### config.mk
export PLATFORM = sky130hd
export DESIGN_NAME = block_fetch_unit
export DESIGN_NICKNAME = d
export VERILOG_FILES = /design/src/rtl/block_fetch_unit.sv
export SDC_FILE = /design/constraint.sdc
export NUM_CORES = 2
export LEC_CHECK = 0
export ABC_AREA = 0
export BUFFER_PORTS_ARGS = -buffer_cell sky130_fd_sc_hd__buf_2
export CAP_MARGIN = 10
export CORE_AREA = 2 2 665 667
export CTS_CLUSTER_SIZE = 24
export DETAILED_ROUTE_END_ITERATION = 12
export DIE_AREA = 0 0 667 669
export SETUP_SLACK_MARGIN = 0.2
export SLEW_MARGIN = 20
export SYNTH_ARGS = -nofsm -noshare
export SYNTH_HDL_FRONTEND = slang
export SYNTH_SLANG_ARGS = --single-unit
### constraint.sdc
create_clock -name clk -period 14.54 [get_ports clk]
set_clock_uncertainty 0.2 [all_clocks]
set_input_delay 0.727 -clock clk [delete_from_list [all_inputs] [get_ports clk]]
set_output_delay 0.727 -clock clk [all_outputs]
set_load 0.01 [all_outputs]
### src/rtl/block_fetch_unit.sv
// block_fetch_unit: fetches a runtime-sized KxK window from up to MAX_C channel planes
// over a pipelined request/grant bus and packs the words into a flat output register.
module block_fetch_unit #(
  parameter int DW = 16,
  parameter int AW = 16,
  parameter int MAX_K = 5,
  parameter int MAX_C = 4,
  parameter int MAX_OUTST = 4,
  localparam int KW = $clog2(MAX_K + 1),
  localparam int CW = $clog2(MAX_C + 1)
) (
  input  logic clk,
  input  logic reset,
  input  logic start,
  input  logic [KW-1:0] size,
  input  logic [CW-1:0] channels,
  input  logic [AW-1:0] base_addr,
  input  logic [AW-1:0] row_stride,
  input  logic [AW-1:0] plane_stride,
  output logic mem_req,
  output logic [AW-1:0] mem_addr,
  input  logic mem_gnt,
  input  logic mem_rvalid,
  input  logic [DW-1:0] mem_rdata,
  output logic busy,
  output logic done,
  output logic err,
  output logic [MAX_C*MAX_K*MAX_K*DW-1:0] out_data
);
  localparam int NW = MAX_C * MAX_K * MAX_K;
  localparam int IW = NW > 1 ? $clog2(NW) : 1;
  localparam int OW = $clog2(MAX_OUTST + 1);
  typedef enum logic [1:0] {IDLE, REQ, DRAIN, FIN} state_t;
  state_t state, stateNext;
  logic [KW-1:0] kReg, kLast, reqRow, reqCol, rspRow, rspCol;
  logic [CW-1:0] cReg, reqCh, rspCh;
  logic [AW-1:0] rowStride, planeStride, planeAddr, rowAddr;
  logic [OW-1:0] outst;
  logic [IW-1:0] idx;
  logic errPend, cfgBad, grant, rsp, lastReq;
  logic [DW-1:0] words [NW];

  assign cfgBad = size == '0 || size > KW'(MAX_K) || channels == '0 || channels > CW'(MAX_C);
  assign kLast = kReg - KW'(1);
  assign lastReq = reqCh == cReg - CW'(1) && reqRow == kLast && reqCol == kLast;
  assign mem_req = state == REQ && outst < OW'(MAX_OUTST);
  // Address is built from running plane/row pointers, so no multipliers are needed.
  assign mem_addr = rowAddr + AW'(reqCol);
  assign grant = mem_req && mem_gnt;
  assign rsp = mem_rvalid && (state == REQ || state == DRAIN) && outst != '0;
  assign idx = IW'(int'(rspCh) * MAX_K * MAX_K + int'(rspRow) * MAX_K + int'(rspCol));
  assign busy = state == REQ || state == DRAIN;
  assign done = state == FIN;
  assign err = state == FIN && errPend;

  for (genvar i = 0; i < NW; i++) begin : g_pack
    assign out_data[i*DW +: DW] = words[i];
  end

  always_comb begin
    stateNext = state;
    case (state)
      IDLE: if (start) stateNext = cfgBad ? FIN : REQ;
      REQ: if (grant && lastReq) stateNext = DRAIN;
      DRAIN: if (outst == '0 || (outst == OW'(1) && rsp)) stateNext = FIN;
      default: stateNext = IDLE;
    endcase
  end

  always_ff @(posedge clk or negedge reset)
    if (!reset) begin
      state <= IDLE;
      kReg <= '0;
      cReg <= '0;
      rowStride <= '0;
      planeStride <= '0;
      planeAddr <= '0;
      rowAddr <= '0;
      errPend <= 1'b0;
      reqCh <= '0;
      reqRow <= '0;
      reqCol <= '0;
      rspCh <= '0;
      rspRow <= '0;
      rspCol <= '0;
      outst <= '0;
      words <= '{default: '0};
    end else begin
      state <= stateNext;
      outst <= outst + OW'(grant) - OW'(rsp);
      if (state == IDLE && start) begin
        kReg <= size;
        cReg <= channels;
        rowStride <= row_stride;
        planeStride <= plane_stride;
        planeAddr <= base_addr;
        rowAddr <= base_addr;
        errPend <= cfgBad;
        reqCh <= '0;
        reqRow <= '0;
        reqCol <= '0;
        rspCh <= '0;
        rspRow <= '0;
        rspCol <= '0;
        words <= '{default: '0};
      end
      if (grant) begin
        if (reqCol != kLast) reqCol <= reqCol + KW'(1);
        else begin
          reqCol <= '0;
          if (reqRow != kLast) begin
            reqRow <= reqRow + KW'(1);
            rowAddr <= rowAddr + rowStride;
          end else begin
            reqRow <= '0;
            reqCh <= reqCh + CW'(1);
            planeAddr <= planeAddr + planeStride;
            rowAddr <= planeAddr + planeStride;
          end
        end
      end
      if (rsp) begin
        words[idx] <= mem_rdata;
        if (rspCol != kLast) rspCol <= rspCol + KW'(1);
        else begin
          rspCol <= '0;
          if (rspRow != kLast) rspRow <= rspRow + KW'(1);
          else begin
            rspRow <= '0;
            rspCh <= rspCh + CW'(1);
          end
        end
      end
    end
endmodule

Yosys cells after proc, flatten, opt, wreduce, memory -nomap -nowiden
Index checks and enable logic that the tools add are counted.

Memory bits (writable): 0. Word-level logic and storage cells: 216. Flip-flop bits (word level): 1694. Bits of input ports: 75. Output and inout port bits: 1620. Memories kept: 0. Memory bits (read-only): 0. Latch bits: 0.

Add/sub/neg operators: 15. Order comparisons: 5. Mux-type cells: 39. Shifts and indexed selects: 0. Multiply operators: 3. Bitwise operators: 1. Reductions and logical operators: 24. Equality and inequality tests: 14. Div/mod/pow operators: 0.

Operator list (count): 1600-bit 2-to-1 mux (2); 1600-bit bitwise mux (1); 16-bit 2-to-1 mux (9); 16-bit demux with 7-bit select (1); 3-bit 2-to-1 mux (21); 16-bit adder (2); 3-bit by 1-bit adder with 3-bit output, second input constant (6); 16-bit by 3-bit adder with 16-bit output (1); 3-bit by 3-bit multiplier with 6-bit output, second input constant (2); 3-bit inequality test (4); 1-bit logical AND (11); 3-bit equality test (3); 3-bit logical NOT (3); 8-bit greater-or-equal comparator, second input constant (1); 8-bit by 1-bit less-than comparator with 1-bit output, second input constant (1); 2-bit 2-to-1 mux (4); 7-bit NOT with 8-bit output (1); 7-bit by 3-bit adder with 7-bit output (1); 7-bit by 6-bit adder with 7-bit output (1); 6-bit by 3-bit multiplier with 7-bit output, second input constant (1); 3-bit greater-than comparator, second input constant (2); 2-bit one-hot mux with 3 select lines (1); 3-bit by 1-bit subtractor with 3-bit output, second input constant (2); 1-bit logical OR (5); other kinds (12) (15).

Depth between registers and ports, before layout
Depth in word-level cells: 11. Mapped depth: 19. Depth with buffers taken out: 15.

Worst setup path before layout
OpenSTA, ideal clock, no wires.

Kind: register to register. From: register rspCh[0]. To: register words, in the netlist out_data[470]. Buffers on the path: 3. Clock period less this slack: 4805 ps. Required time: 14260 ps. Arrival: 4526 ps. Stages on the path, launching flop included: 19. Path slack: 9735 ps. Setup time: 80 ps. Cells stage by stage: dfrtp_1 > ha_1 > inv_1 > ha_1 > xor2_1 > fa_1 > fa_1 > inv_1 > ha_1 > ha_1 > o21ai_1 > o21ai_2 > a21oi_4 > xor2_2 > buf_6 > buf_6 > nor3_4 > buf_6 > mux2i_1.

Word-level cells in the longest chain between the ends: 11. Elaborated cells between the ends (all ways): 12. Those cells by class: add/sub: 2; mul: 2; order compare: 2; mux: 4; bitwise: 1; reduce/logical: 1.

RTL lines: start: declaration (RTL line 36) `logic [CW-1:0] cReg, reqCh, rspCh;`; start signal: assignment (RTL line 130) `rspCh <= rspCh + CW'(1);`; 3-bit by 3-bit multiplier with 6-bit output (*) (RTL line 51) `assign idx = IW'(int'(rspCh) * MAX_K * MAX_K + int'(rspRow) * MAX_K + int'(rspCol));`; 6-bit by 3-bit multiplier with 7-bit output (*) (RTL line 51); 7-bit by 6-bit adder with 7-bit output (*) (RTL line 51); 7-bit by 3-bit adder with 7-bit output (*) (RTL line 51); 7-bit NOT with 8-bit output (not written as such) (*) (RTL line 123) `words[idx] <= mem_rdata;`; 8-bit greater-or-equal comparator (not written as such) or 8-bit by 1-bit less-than comparator with 1-bit output (tied branches) (RTL line 123); 1-bit logical AND (not written as such) (RTL line 123); 16-bit 2-to-1 mux (not written as such) (RTL line 123); 16-bit demux with 7-bit select (*) (RTL line 123); 1600-bit bitwise mux (*) (RTL line 123); 1600-bit 2-to-1 mux (*) (RTL line 122) `if (rsp) begin`; end signal: indexed assignment (RTL line 123); end: declaration (RTL line 41) `logic [DW-1:0] words [NW];`.

Mark *: on every way between the ends. The rest lies on a longest branch, timed or not. A chain may end at the register's enable or synchronous reset.

Worst setup path in the final report
From: register rspCh[0]. To: register words, in the netlist out_data[176].

The elaborated chain is that of the path after synthesis.

==> impl_metrics.csv <==
group,metric,value,unit
clock_network,htreeDepth,4,
status,run_status,"finished, final reports clean",
timing,holdWs,0.105,ns
routing,wl_met1,126000,um
floorplan,core_region_area,440000,sq um
cells_and_area,post-route-cell-area,94500,sq um
clock_network,clock-root-buffer,"sky130_fd_sc_hd__clkbuf_16",
worst_hold_path,hold_path.startpoint,"mem_rdata[2]",
placed_design,detailedPlace.worstSlack,7.93,ns
logic_synthesis,dominant_cell_type_by_area_after_synthesis,"sky130_fd_sc_hd__dfrtp_1",
floorplan,fp.dieArea,446000,sq um
timing,finalSetupTns,0,ns
worst_setup_path,cp.buffers_inverters,2,
placed_design,placement.cell_area,87600,sq um
cells_and_area,drive_above_1_share,0.286,
placed_design,post-dp-hpwl,216000,um
cells_and_area,number_of_nets_at_the_end_of_the_flow,7970,
cells_and_area,final_common_cell,"sky130_fd_sc_hd__nand2_1",
clock_network,post_cts.resized_instances,0,
worst_setup_path,start_kind,"flip-flop",
routing,top_layer_used,"met5",
global_routing,antenna_violations_before_repair,31,
power,ir_drop,93.1,uV
power,total_power,13.8,mW
worst_setup_path,timing.critical_path.cells,"ha_1 -> inv_1 -> ha_1 -> xor2_1 -> fa_1 -> fa_1 -> inv_1 -> ha_1 -> ha_1 -> a211oi_2 -> o21ai_0 -> nor2_4 -> and3_1 -> mux2i_1",
logic_synthesis,synth.top_cells.by_area,"sky130_fd_sc_hd__dfrtp_1, sky130_fd_sc_hd__mux2i_1, sky130_fd_sc_hd__nand2_1, sky130_fd_sc_hd__clkbuf_1, sky130_fd_sc_hd__ha_1",
worst_setup_path,setup.worst_path.class,"flip-flop to flip-flop",
timing,timing.slew.headroom,0.199,
worst_setup_path,end_of_the_worst_register_to_register_path,"out_data[176]$_DFF_PN0_",
power,cellLeakagePower,47.0,nW
clock_network,clock_sink_count,1694,
clock_network,cts_tree,"yes",
clock_network,worst_setup_hold_path_clk_slew,0.06,ns
routing,postRouteAntennaNets,0,
routing,per_cell_via_count_in_the_routed_design,3.94,
cells_and_area,layout.cells.most_common_list,"sky130_fd_sc_hd__nand2_1, sky130_fd_sc_hd__dfrtp_1, sky130_fd_sc_hd__buf_2",
logic_synthesis,post_synth_inst_count,6258,
worst_setup_path,endpoint_kind,"flip-flop",
run,maxCapViolations,0,
worst_setup_path,critical_path.reg2reg.startpoint,"rspCh[0]$_DFF_PN0_",
floorplan,site_rows,244,
logic_synthesis,ys.flop_type,"sky130_fd_sc_hd__dfrtp_1",
logic_synthesis,postSynthRegisterBits,1694,
worst_setup_path,cp_max_fo,16,
timing,setup_violations,0,
timing,tightestPinTransition,1.20,ns
routing,wl_met2,151000,um
floorplan,io-pin-count,1695,
logic_synthesis,ys.warnings.count,0,
logic_synthesis,asyncSetResetFlopFracSynth,1.00,
clock_network,clock_path_buffers,4,
placed_design,io_buffer_count,1694,
timing,final_worst_path_cycle_share,0.452,
floorplan,dieWidth,667,um
power,power_density,146,nW/um^2
logic_synthesis,yosysSeqAreaShare,0.579,
floorplan,floorplan.initialDensity,0.167,
global_routing,track_usage,0.131,
logic_synthesis,synth.cell_area,73200,sq um
timing,timing.fmax,152,MHz
worst_setup_path,max_stage_delay,0.99,ns
worst_setup_path,rrSetupSlack,7.97,ns
timing,fin_crit,6.57,ns
timing,hold_violations,0,
timing,grt_setup_unrepaired,"false",
timing,report.final.slew_viol_count,0,
worst_setup_path,crit_top_cell,"sky130_fd_sc_hd__ha_1",
cells_and_area,syn2layout_area_growth,29.1,%
timing,crit_path_setup_slack_layout,7.97,ns
global_routing,first_global_vias,54200,
worst_hold_path,holdPathEnd,"out_data[178]$_DFF_PN0_",
clock_network,worstSkewPairLatency,0.92,ns
logic_synthesis,syn_nets,6414,
routing,route.met3.wl,19200,um
worst_setup_path,r2r_cells,14,
worst_hold_path,hold-path-cell-count,3,
global_routing,grt_max_degree,213,
worst_setup_path,cp_top_delay_family,"adder cells",
logic_synthesis,synth.lib_cells_used.distinct,81,
worst_setup_path,timing.critical_path.required,15.10,ns
worst_setup_path,critPathSlowestCell,"sky130_fd_sc_hd__and3_1",
global_routing,grt_overflow,0,
routing,drt_first_pass_iters,7,
routing,vias,54200,
worst_setup_path,worst_ep_arrival_time,7.13,ns
worst_hold_path,min-delay-path-class,"primary input to flip-flop",
routing,routedWlPerCell,22.5,um
clock_network,number_of_cts_inserted_buffers,193,
routing,initialDrtViolationCount,3836,
logic_synthesis,number_of_enable_type_register_cells_in_the_synthesized_netlist,0,
floorplan,chipHeight,669,um
logic_synthesis,synth_top_cell_area_share,0.579,
routing,drc,0,
placed_design,gp_congestion,0.797,
cells_and_area,filler_cell_count,47700,
global_routing,grt_first_pass_wirelength,425000,um
logic_synthesis,post_synth.cell_area_avg,11.7,sq um
routing,wirelength,309000,um
==> cells in the mapped netlist (4+ instances only) <==
cell and number:
sky130_fd_sc_hd__xnor2_1 33, sky130_fd_sc_hd__nand3_2 5, sky130_fd_sc_hd__a21boi_0 7, sky130_fd_sc_hd__and3_1 58
sky130_fd_sc_hd__o211ai_1 4, sky130_fd_sc_hd__nand4_1 5, sky130_fd_sc_hd__fa_1 10, sky130_fd_sc_hd__nor2_1 32
sky130_fd_sc_hd__inv_1 39, sky130_fd_sc_hd__or2_2 5, sky130_fd_sc_hd__clkbuf_1 366, sky130_fd_sc_hd__mux2i_1 1605
sky130_fd_sc_hd__buf_2 32, sky130_fd_sc_hd__nand3_1 15, sky130_fd_sc_hd__nand2b_1 9, sky130_fd_sc_hd__ha_1 71
sky130_fd_sc_hd__a211oi_1 23, sky130_fd_sc_hd__or3_1 9, sky130_fd_sc_hd__nor2_2 5, sky130_fd_sc_hd__o22ai_1 8
sky130_fd_sc_hd__o21a_1 4, sky130_fd_sc_hd__a31oi_1 10, sky130_fd_sc_hd__inv_2 17, sky130_fd_sc_hd__nand3_4 5
sky130_fd_sc_hd__xor2_1 32, sky130_fd_sc_hd__nand2_1 1785, sky130_fd_sc_hd__and2_1 10, sky130_fd_sc_hd__buf_4 64
sky130_fd_sc_hd__buf_8 11, sky130_fd_sc_hd__a21oi_1 47, sky130_fd_sc_hd__o21ai_0 42, sky130_fd_sc_hd__nor2b_1 7
sky130_fd_sc_hd__a21o_1 16, sky130_fd_sc_hd__nor3_4 32, sky130_fd_sc_hd__nor3_1 13, sky130_fd_sc_hd__buf_6 58
sky130_fd_sc_hd__dfrtp_1 1694
==> how the worst max path moves through the flow <==
stage / start / end / cells past startpoint
finish: rspCh[0]$_DFF_PN0_ / out_data[176]$_DFF_PN0_ / 14
global route: rspCh[0]$_DFF_PN0_ / out_data[188]$_DFF_PN0_ / 14
CTS: rspCh[0]$_DFF_PN0_ / out_data[150]$_DFF_PN0_ / 15
detailed placement: rspCh[0]$_DFF_PN0_ / out_data[150]$_DFF_PN0_ / 15
global placement: rspCh[0]$_DFF_PN0_ / out_data[666]$_DFF_PN0_ / 17
floorplan: rspCh[0]$_DFF_PN0_ / out_data[470]$_DFF_PN0_ / 18
==> flip-flops by register name, summed over array words and instances (netlist names), 16 cells and up <==
| signal | count |
|---|---|
| rowAddr | 16 |
| planeStride | 16 |
| planeAddr | 16 |
| rowStride | 16 |
| out_data | 1600 |
==> area by class of cell <==
class                   instances  area [sq um]  share of cell area
flip-flops and latches       1694         42400               0.448
multi-input cells            3973         27900               0.295
repair buffers               1896         10300               0.109
well taps                    5781          7230              0.0765
clock buffers                 286          5600              0.0593
clock inverters                55           729             0.00772
inverters                      56           290             0.00307
diodes                         17          42.5            0.000450
==> routing by layer <==
layer | global-route usage | up-vias
li1 | - | 23900
met1 | 0.160 | 27800
met2 | 0.225 | 1956
met3 | 0.0287 | 526
met4 | 0.0507 | 2
met5 | 0 | -
==> power by group <==
part,leakage [nW],switching [mW],internal (mW)
Clock,3.09,2.13,2.84
Combinational,20.4,2.30,1.04
Sequential,23.5,0.330,5.19
Total,47.0,4.75,9.07
==> timing repair <==
item | 4_1_cts | 5_1_grt
buffers inserted | 0 | 0
hold buffers | 48 | 0
endpoints found under the hold margin | 191 | 0
==> through the flow <==
| step | util | cells |
|---|---|---|
| detailed placement | 0.199 | 13300 |
| global placement | 0.199 | 13300 |
| finish | 0.215 | 13800 |
| floorplan | - | 6258 |
| CTS | 0.215 | 13700 |
| global route | 0.215 | 13700 |
==> logic make-up (layout without fill, tap and decap cells) <==
kind of cell	after synthesis	in the layout	synth area share
simple gates	2016	2016	0.117
flops	1694	1694	0.579
mux	1608	1608	0.220
buf+inv	591	2293	0.0422
compound gates	196	196	0.0177
fa+ha+maj	81	81	0.0149
xor+xnor	72	72	0.00986
other cells	0	17	0
==> worst register-to-register path: stages (launching register included) <==
cell                       delay (ns)
sky130_fd_sc_hd__dfrtp_1         0.47
sky130_fd_sc_hd__ha_1            0.22
sky130_fd_sc_hd__inv_1           0.06
sky130_fd_sc_hd__ha_1            0.33
sky130_fd_sc_hd__xor2_1          0.20
sky130_fd_sc_hd__fa_1            0.46
sky130_fd_sc_hd__fa_1            0.50
sky130_fd_sc_hd__inv_1           0.04
sky130_fd_sc_hd__ha_1            0.27
sky130_fd_sc_hd__ha_1            0.36
sky130_fd_sc_hd__a211oi_2        0.92
sky130_fd_sc_hd__o21ai_0         0.50
sky130_fd_sc_hd__nor2_4          0.62
sky130_fd_sc_hd__and3_1          1.00
sky130_fd_sc_hd__mux2i_1         0.30
No activity file was read; power rests on OpenSTA's default activity.
